### src/rtl/cpu_types_pkg.sv
// Core-wide scalar types shared by the pipeline blocks.
package cpu_types_pkg;

    typedef logic [31:0] word_t;

endpackage

### src/rtl/pipe_pkg.sv
// Types shared by the generic pipeline stage register and its users.
package pipe_pkg;

    // Encoding doubles as the beat count: EMPTY=0, BUSY=1, FULL=2.
    typedef enum logic [1:0] {
        EMPTY = 2'd0,
        BUSY  = 2'd1,
        FULL  = 2'd2
    } pstate_t;

    typedef logic [1:0] occ_t;

endpackage

### src/rtl/pipe_stage_reg_if.sv
// Upstream and downstream handshake of one pipeline stage register.
interface pipe_stage_reg_if #(
    parameter int WIDTH = $bits(cpu_types_pkg::word_t)
);

    // A beat transfers on a rising edge where valid and ready are both 1.
    // A producer holds valid and data stable until that edge; ready may
    // change freely and never gates a valid that is already asserted.
    logic             in_valid;
    logic             in_ready;
    logic [WIDTH-1:0] in_data;
    logic             out_valid;
    logic             out_ready;
    logic [WIDTH-1:0] out_data;

    modport master (
        output in_valid, in_data, out_ready,
        input  in_ready, out_valid, out_data
    );

    modport slave (
        input  in_valid, in_data, out_ready,
        output in_ready, out_valid, out_data
    );

endinterface

### src/rtl/sat_counter.sv
// Saturating up-counter with synchronous clear; clear beats increment.
module sat_counter #(
    parameter int W = 16
) (
    input  logic         CLK,
    input  logic         nRST,
    input  logic         inc,
    input  logic         clr,
    output logic [W-1:0] q
);

    always_ff @(posedge CLK or negedge nRST) begin
        if (!nRST) begin
            q <= '0;
        end else if (clr) begin
            q <= '0;
        end else if (inc && (q != {W{1'b1}})) begin
            q <= q + 1'b1;
        end
    end

endmodule

### src/rtl/pipe_stage_reg.sv
// Handshaked pipeline stage register with optional skid entry, flush to
// NOP and saturating stall/bubble counters.
module pipe_stage_reg
    import pipe_pkg::*;
#(
    parameter int WIDTH = $bits(cpu_types_pkg::word_t),
    parameter int SKID  = 1,
    parameter int CNT_W = 16
) (
    input  logic             CLK,
    input  logic             nRST,
    input  logic             flush,
    input  logic             cnt_clr,
    pipe_stage_reg_if.slave  bus,
    output occ_t             occupancy,
    output logic [CNT_W-1:0] stall_cnt,
    output logic [CNT_W-1:0] bubble_cnt,
    output pstate_t          dbg_state
);

    typedef logic [WIDTH-1:0] data_t;

    pstate_t state_q, state_d;
    data_t   main_q, main_d;
    data_t   skid_q, skid_d;
    logic    in_ready;
    logic    out_valid;
    logic    in_fire;
    logic    out_fire;

    // With a skid entry, ready comes from registered state only.
    always_comb begin
        if (SKID != 0) begin
            in_ready = (state_q != FULL);
        end else begin
            in_ready = (state_q == EMPTY) || bus.out_ready;
        end
    end

    assign out_valid = (state_q != EMPTY);
    assign in_fire   = bus.in_valid & in_ready;
    assign out_fire  = out_valid & bus.out_ready;

    always_comb begin
        state_d = state_q;
        main_d  = main_q;
        skid_d  = skid_q;
        if (flush) begin
            state_d = EMPTY;
            main_d  = '0;
            skid_d  = '0;
        end else begin
            case (state_q)
                EMPTY: begin
                    if (in_fire) begin
                        state_d = BUSY;
                        main_d  = bus.in_data;
                    end
                end
                BUSY: begin
                    if (in_fire && out_fire) begin
                        main_d = bus.in_data;
                    end else if (out_fire) begin
                        state_d = EMPTY;
                    end else if (in_fire && (SKID != 0)) begin
                        state_d = FULL;
                        skid_d  = bus.in_data;
                    end
                end
                FULL: begin
                    if (out_fire) begin
                        state_d = BUSY;
                        main_d  = skid_q;
                    end
                end
                default: state_d = EMPTY;
            endcase
        end
    end

    always_ff @(posedge CLK or negedge nRST) begin
        if (!nRST) begin
            state_q <= EMPTY;
            main_q  <= '0;
            skid_q  <= '0;
        end else begin
            state_q <= state_d;
            main_q  <= main_d;
            skid_q  <= skid_d;
        end
    end

    assign bus.in_ready  = in_ready;
    assign bus.out_valid = out_valid;
    assign bus.out_data  = main_q;
    assign occupancy     = occ_t'(state_q);
    assign dbg_state     = state_q;

    sat_counter #(.W(CNT_W)) u_stall_cnt (
        .CLK  (CLK),
        .nRST (nRST),
        .inc  (out_valid & ~bus.out_ready),
        .clr  (cnt_clr),
        .q    (stall_cnt)
    );

    sat_counter #(.W(CNT_W)) u_bubble_cnt (
        .CLK  (CLK),
        .nRST (nRST),
        .inc  (~out_valid & bus.out_ready),
        .clr  (cnt_clr),
        .q    (bubble_cnt)
    );

endmodule
### src/flat_wrapper.sv
// flat-port wrapper written by rule: the top's interface ports become plain ports
module pipe_stage_reg_flat import pipe_pkg::*;
#(
    parameter int WIDTH = $bits(cpu_types_pkg::word_t),
    parameter int SKID  = 1,
    parameter int CNT_W = 16
)
  (CLK, nRST, flush, cnt_clr, occupancy, stall_cnt, bubble_cnt, dbg_state, bus_in_valid, bus_in_data, bus_out_ready, bus_in_ready, bus_out_valid, bus_out_data);
  pipe_stage_reg_if #(.WIDTH(WIDTH)) bus_i ();
  input  logic CLK;
  input  logic nRST;
  input  logic flush;
  input  logic cnt_clr;
  output occ_t occupancy;
  output logic [CNT_W-1:0] stall_cnt;
  output logic [CNT_W-1:0] bubble_cnt;
  output pstate_t dbg_state;
  input wire logic [$bits(bus_i.in_valid)-1:0] bus_in_valid;
  input wire logic [$bits(bus_i.in_data)-1:0] bus_in_data;
  input wire logic [$bits(bus_i.out_ready)-1:0] bus_out_ready;
  output wire logic [$bits(bus_i.in_ready)-1:0] bus_in_ready;
  output wire logic [$bits(bus_i.out_valid)-1:0] bus_out_valid;
  output wire logic [$bits(bus_i.out_data)-1:0] bus_out_data;
  assign bus_i.in_valid = bus_in_valid;
  assign bus_i.in_data = bus_in_data;
  assign bus_i.out_ready = bus_out_ready;
  assign bus_in_ready = bus_i.in_ready;
  assign bus_out_valid = bus_i.out_valid;
  assign bus_out_data = bus_i.out_data;
  pipe_stage_reg #(.WIDTH(WIDTH), .SKID(SKID), .CNT_W(CNT_W)) u_core (.CLK(CLK), .nRST(nRST), .flush(flush), .cnt_clr(cnt_clr), .bus(bus_i), .occupancy(occupancy), .stall_cnt(stall_cnt), .bubble_cnt(bubble_cnt), .dbg_state(dbg_state));
endmodule
### config.mk
export PLATFORM = sky130hd
export DESIGN_NAME = pipe_stage_reg_flat
export DESIGN_NICKNAME = d
export VERILOG_FILES = /design/src/rtl/cpu_types_pkg.sv /design/src/rtl/pipe_pkg.sv /design/src/rtl/pipe_stage_reg_if.sv /design/src/rtl/sat_counter.sv /design/src/rtl/pipe_stage_reg.sv /design/src/flat_wrapper.sv
export SDC_FILE = /design/constraint.sdc
export NUM_CORES = 1
export LEC_CHECK = 0
export CAP_MARGIN = 30
export CORE_MARGIN = 3
export CORE_UTILIZATION = 45
export CTS_CLUSTER_DIAMETER = 60
export CTS_CLUSTER_SIZE = 28
export DETAILED_ROUTE_END_ITERATION = 6
export PLACE_DENSITY_LB_ADDON = 0.15
export SLEW_MARGIN = 20
export SYNTH_ARGS = -nofsm -noshare
export SYNTH_HDL_FRONTEND = slang
export SYNTH_SLANG_ARGS = --single-unit
export TNS_END_PERCENT = 30
### constraint.sdc
create_clock -name CLK -period 4.1 [get_ports CLK]
set_input_delay 0.82 -clock CLK [delete_from_list [all_inputs] [get_ports CLK]]
set_output_delay 0.82 -clock CLK [all_outputs]
set_load 0.02 [all_outputs]
==> reports/summary.log <==
qor: logic_synthesis.post_synth_mux_area_share 0.121
qor: global_route.number_of_global_route_vias_before_repair 4,231
qor: sta.transition_time_at_the_pin_with_the_least_slew_margin 0.658 ns
qor: global_route.gr-usage-all-layers 0.208
qor: sta.timing.fmax 0.319 GHz
qor: place.place.port_buffers 107
qor: power_and_ir_drop.max-vdd-ir-drop 0.250 mV
qor: sta.final.setup_skew 0.00508 ns
qor: min_path.hold_class in -> async
qor: detailed_routing.route.detailed.vias_per_inst 5.58
qor: cts.cts_tree yes
qor: logic_synthesis.syn_avg_cell_area 9.49 um^2
qor: logic_synthesis.postSynthNetCount 584
qor: sta.finalSetupViolCount 0
qor: worst_setup_path.worst-setup-path-type reg -> out
qor: cts.post_cts_resized 0
qor: place.numPlacedInstances 763
qor: cts.post_cts_buffers 0
qor: job.max-cap-violations 0
qor: floorplan.core-area 0.0110 mm^2
qor: logic_synthesis.synth_compound_area_frac 0.126
qor: detailed_routing.post_drt_wl_per_cell 16.5 um
qor: power_and_ir_drop.leakagePower 0.00282 uW
qor: detailed_routing.drt_drc_violations_left 0
qor: cts.clk_pin_slew 0.07 ns
qor: floorplan.floorplan.io_pins 108
qor: worst_setup_path.setup.worst_path.end_class output pin
qor: cts.clock_buffers_created_by_tritoncts 9
qor: detailed_routing.routed-via-count 4,345
qor: global_route.global_route_wire_length_before_repair 21,800 um
qor: cells_and_area.final_net_count 674
qor: floorplan.die_y 113 um
qor: floorplan.die_area 0.0128 mm^2
qor: global_route.grt_overflow 0
qor: detailed_routing.dr.first_iter.drc_count 224
qor: power_and_ir_drop.power.density 349 mW/mm^2
qor: cts.cts-root-to-sink-buffers 2
qor: logic_synthesis.synthesis.area 0.00516 mm^2
qor: cells_and_area.register_area 0.00245 mm^2
qor: logic_synthesis.synth-simple-area-share 0.224
qor: sta.final-max-slew-violation-count 0
qor: detailed_routing.postRouteAntennaNets 0
qor: sta.report.final.hold_viol_count 0
qor: logic_synthesis.edff_count_synth 0
qor: logic_synthesis.synth.yosys.warnings 0
qor: worst_setup_path.crit_path_max_fanout 35
qor: logic_synthesis.post_synth_fa_ha_maj_area_fraction 0.00485
qor: floorplan.initial_core_util 0.468
qor: run_status.result_of_the_run complete, no violations
qor: sta.setup_repair_after_global_routing_missed_its_margin no
qor: cells_and_area.layout-area-overhead-vs-synth 27.4%
qor: cts.numClockSinks 98
qor: global_route.number_of_antenna_violations_at_the_first_check_in_global_routing 0
qor: sta.timing.slew.headroom 0.561
qor: place.detailed_place_hpwl 8420 um
qor: sta.tns 0 ns
qor: place.gp_routability_congestion 0.820
qor: detailed_routing.detailedRoute.firstPassIterationCount 4
qor: logic_synthesis.async_flop_share 1.00
qor: cells_and_area.nFillCells 975
qor: logic_synthesis.syn_inst 544
qor: cells_and_area.final_layout_size_suffix_gt1_frac 0.125
qor: worst_setup_path.required 3.28 ns
qor: sta.layout_worst_path_cycle_share 0.765
qor: worst_setup_path.critPathArrivalTime 2.31 ns
qor: logic_synthesis.synth.distinct_cells 52
qor: cts.cts_max_level 3
qor: cells_and_area.multiInputGateArea 0.00246 mm^2
qor: sta.layout_min_cycle_time 3.13 ns
qor: floorplan.die_w 113 um
qor: global_route.grt_max_degree 67
qor: worst_setup_path.crit_path_launch_type register
qor: cells_and_area.layout.cells.non_filler 779
qor: cts.worst_skew_pair.late_latency 0.35 ns
qor: floorplan.num_rows 38
qor: logic_synthesis.synth_seq_area_share 0.475
qor: cells_and_area.antenna_cells 0
qor: detailed_routing.route.final.wire_length 12,800 um
qor: logic_synthesis.ys_ff_latch 98
qor: logic_synthesis.dominantRegCellSynth dfrtp_1
qor: logic_synthesis.dominant_combinational_cell_family_by_area_after_synthesis simple AND/OR/NAND/NOR gates
qor: cts.postCtsHoldBufs 0
qor: cts.root_buffer clkbuf_16
qor: logic_synthesis.post_synth_xor_area_fraction 0
[metrics by stage]
step                hold slack (ns)  area (um^2)  power [uW]  setup slack, ns   util
floorplan                     0.502         5160        1240             1.98      -
global route                  0.449         6580        2390            0.851  0.596
CTS                           0.425         6580        2320            0.938  0.596
finish                        0.416         6580        2300            0.965  0.596
detailed placement            0.495         6260        1410             1.05  0.567
global placement              0.498         6260        1400             1.16  0.567
[critical path: stages, from the launching register on]
cell and delay, ns:
dfrtp_1 0.47, nor2b_2 0.19, buf_4 0.26, inv_4 0.35, clkdlybuf4s50_1 0.68
[final timing paths]
path                                              start                  endpoint  slack (ns)  cells after the start
worst max-delay path                u_core.dbg_state[1]              bus_in_ready        0.97                      4
worst min-delay path                               nRST          u_core.skid_q[9]        0.42                      1
worst max register to register      u_core.dbg_state[1]   u_core.bus.out_data[10]        1.28                      7
worst min register to register  u_core.bus.out_data[15]   u_core.bus.out_data[15]        0.51                      1
max in group asynchronous                          nRST  u_core.u_bubble_cnt.q[8]        2.81                      2
min in group CLK                u_core.bus.out_data[15]   u_core.bus.out_data[15]        0.51                      1
[synth_stat cells (3+ instances only)]
library cell / n / area (um^2)
mux2_1: 7 / 78.8
or3_1: 5 / 31.3
o21ai_0: 6 / 30.0
nand4_1: 12 / 75.1
a211oi_1: 4 / 30.0
buf_6: 4 / 45.0
or4_1: 4 / 30.0
nor2b_1: 10 / 62.6
nand2_1: 143 / 537
dfrtp_1: 98 / 2450
buf_4: 4 / 30.0
a41oi_1: 3 / 26.3
nand3_1: 10 / 50.1
nor3_1: 6 / 30.0
and4_1: 5 / 43.8
nor4_1: 4 / 25.0
clkbuf_1: 18 / 67.6
mux2_2: 6 / 67.6
nor2_1: 19 / 71.3
buf_2: 9 / 45.0
inv_1: 8 / 30.0
a21oi_1: 82 / 410
mux2i_1: 3 / 30.0
mux2_4: 30 / 450
and3_1: 7 / 43.8
o31ai_1: 7 / 52.6
[sequential cells by signal, summed over array words and instances (netlist names)]
name and flops:
u_core.u_stall_cnt.q 16, u_core.dbg_state 2, u_core.u_bubble_cnt.q 16, u_core.skid_q 32, u_core.bus.out_data 32
[per-layer routing]
layer  track usage  wire length [um]  vias to the layer above
met5             0                 0                        -
met4        0.0705               208                        0
met3        0.0406               711                       14
met2         0.333              6250                      124
met1         0.284              5660                     2125
li1              -                 -                     2082
[final cells by class]
type	count	share of cell area
inverters	9	0.00552
clock inverters	7	0.0143
clock buffers	9	0.0342
multi-input cells	400	0.375
well taps	140	0.0266
flip-flops and latches	98	0.373
repair buffers	116	0.172
[kinds of logic after synthesis]
family	after synthesis
AND/OR/NAND/NOR	240
AO/OA/AOI/OAI	112
flip-flops	98
adder cells (fa/ha/maj)	2
buffers and inverters	46
multiplexers	46
[placed cells by master (no fill, tap or decap), types with 5 or more instances in the layout]
master / Yosys / final
inv_1: 8 / 8
mux2_4: 30 / 30
nor2_1: 19 / 18
clkdlybuf4s50_1: 0 / 105
nand4_1: 12 / 12
or3_1: 5 / 5
nand3_1: 10 / 10
dfrtp_1: 98 / 98
o31ai_1: 7 / 7
a21oi_1: 82 / 82
nor3_1: 6 / 6
nand2_1: 143 / 143
and4_1: 5 / 5
mux2_2: 6 / 6
buf_4: 4 / 10
o21ai_0: 6 / 6
nor2b_1: 10 / 9
and3_1: 7 / 7
clkbuf_16: 0 / 9
mux2_1: 7 / 7
[power by group]
group          total [uW]  internal, uW  switching, uW
registers            1040          1010           32.6
clock network         910           534            376
logic                 346           171            175
No activity file was read; power rests on OpenSTA's default activity.
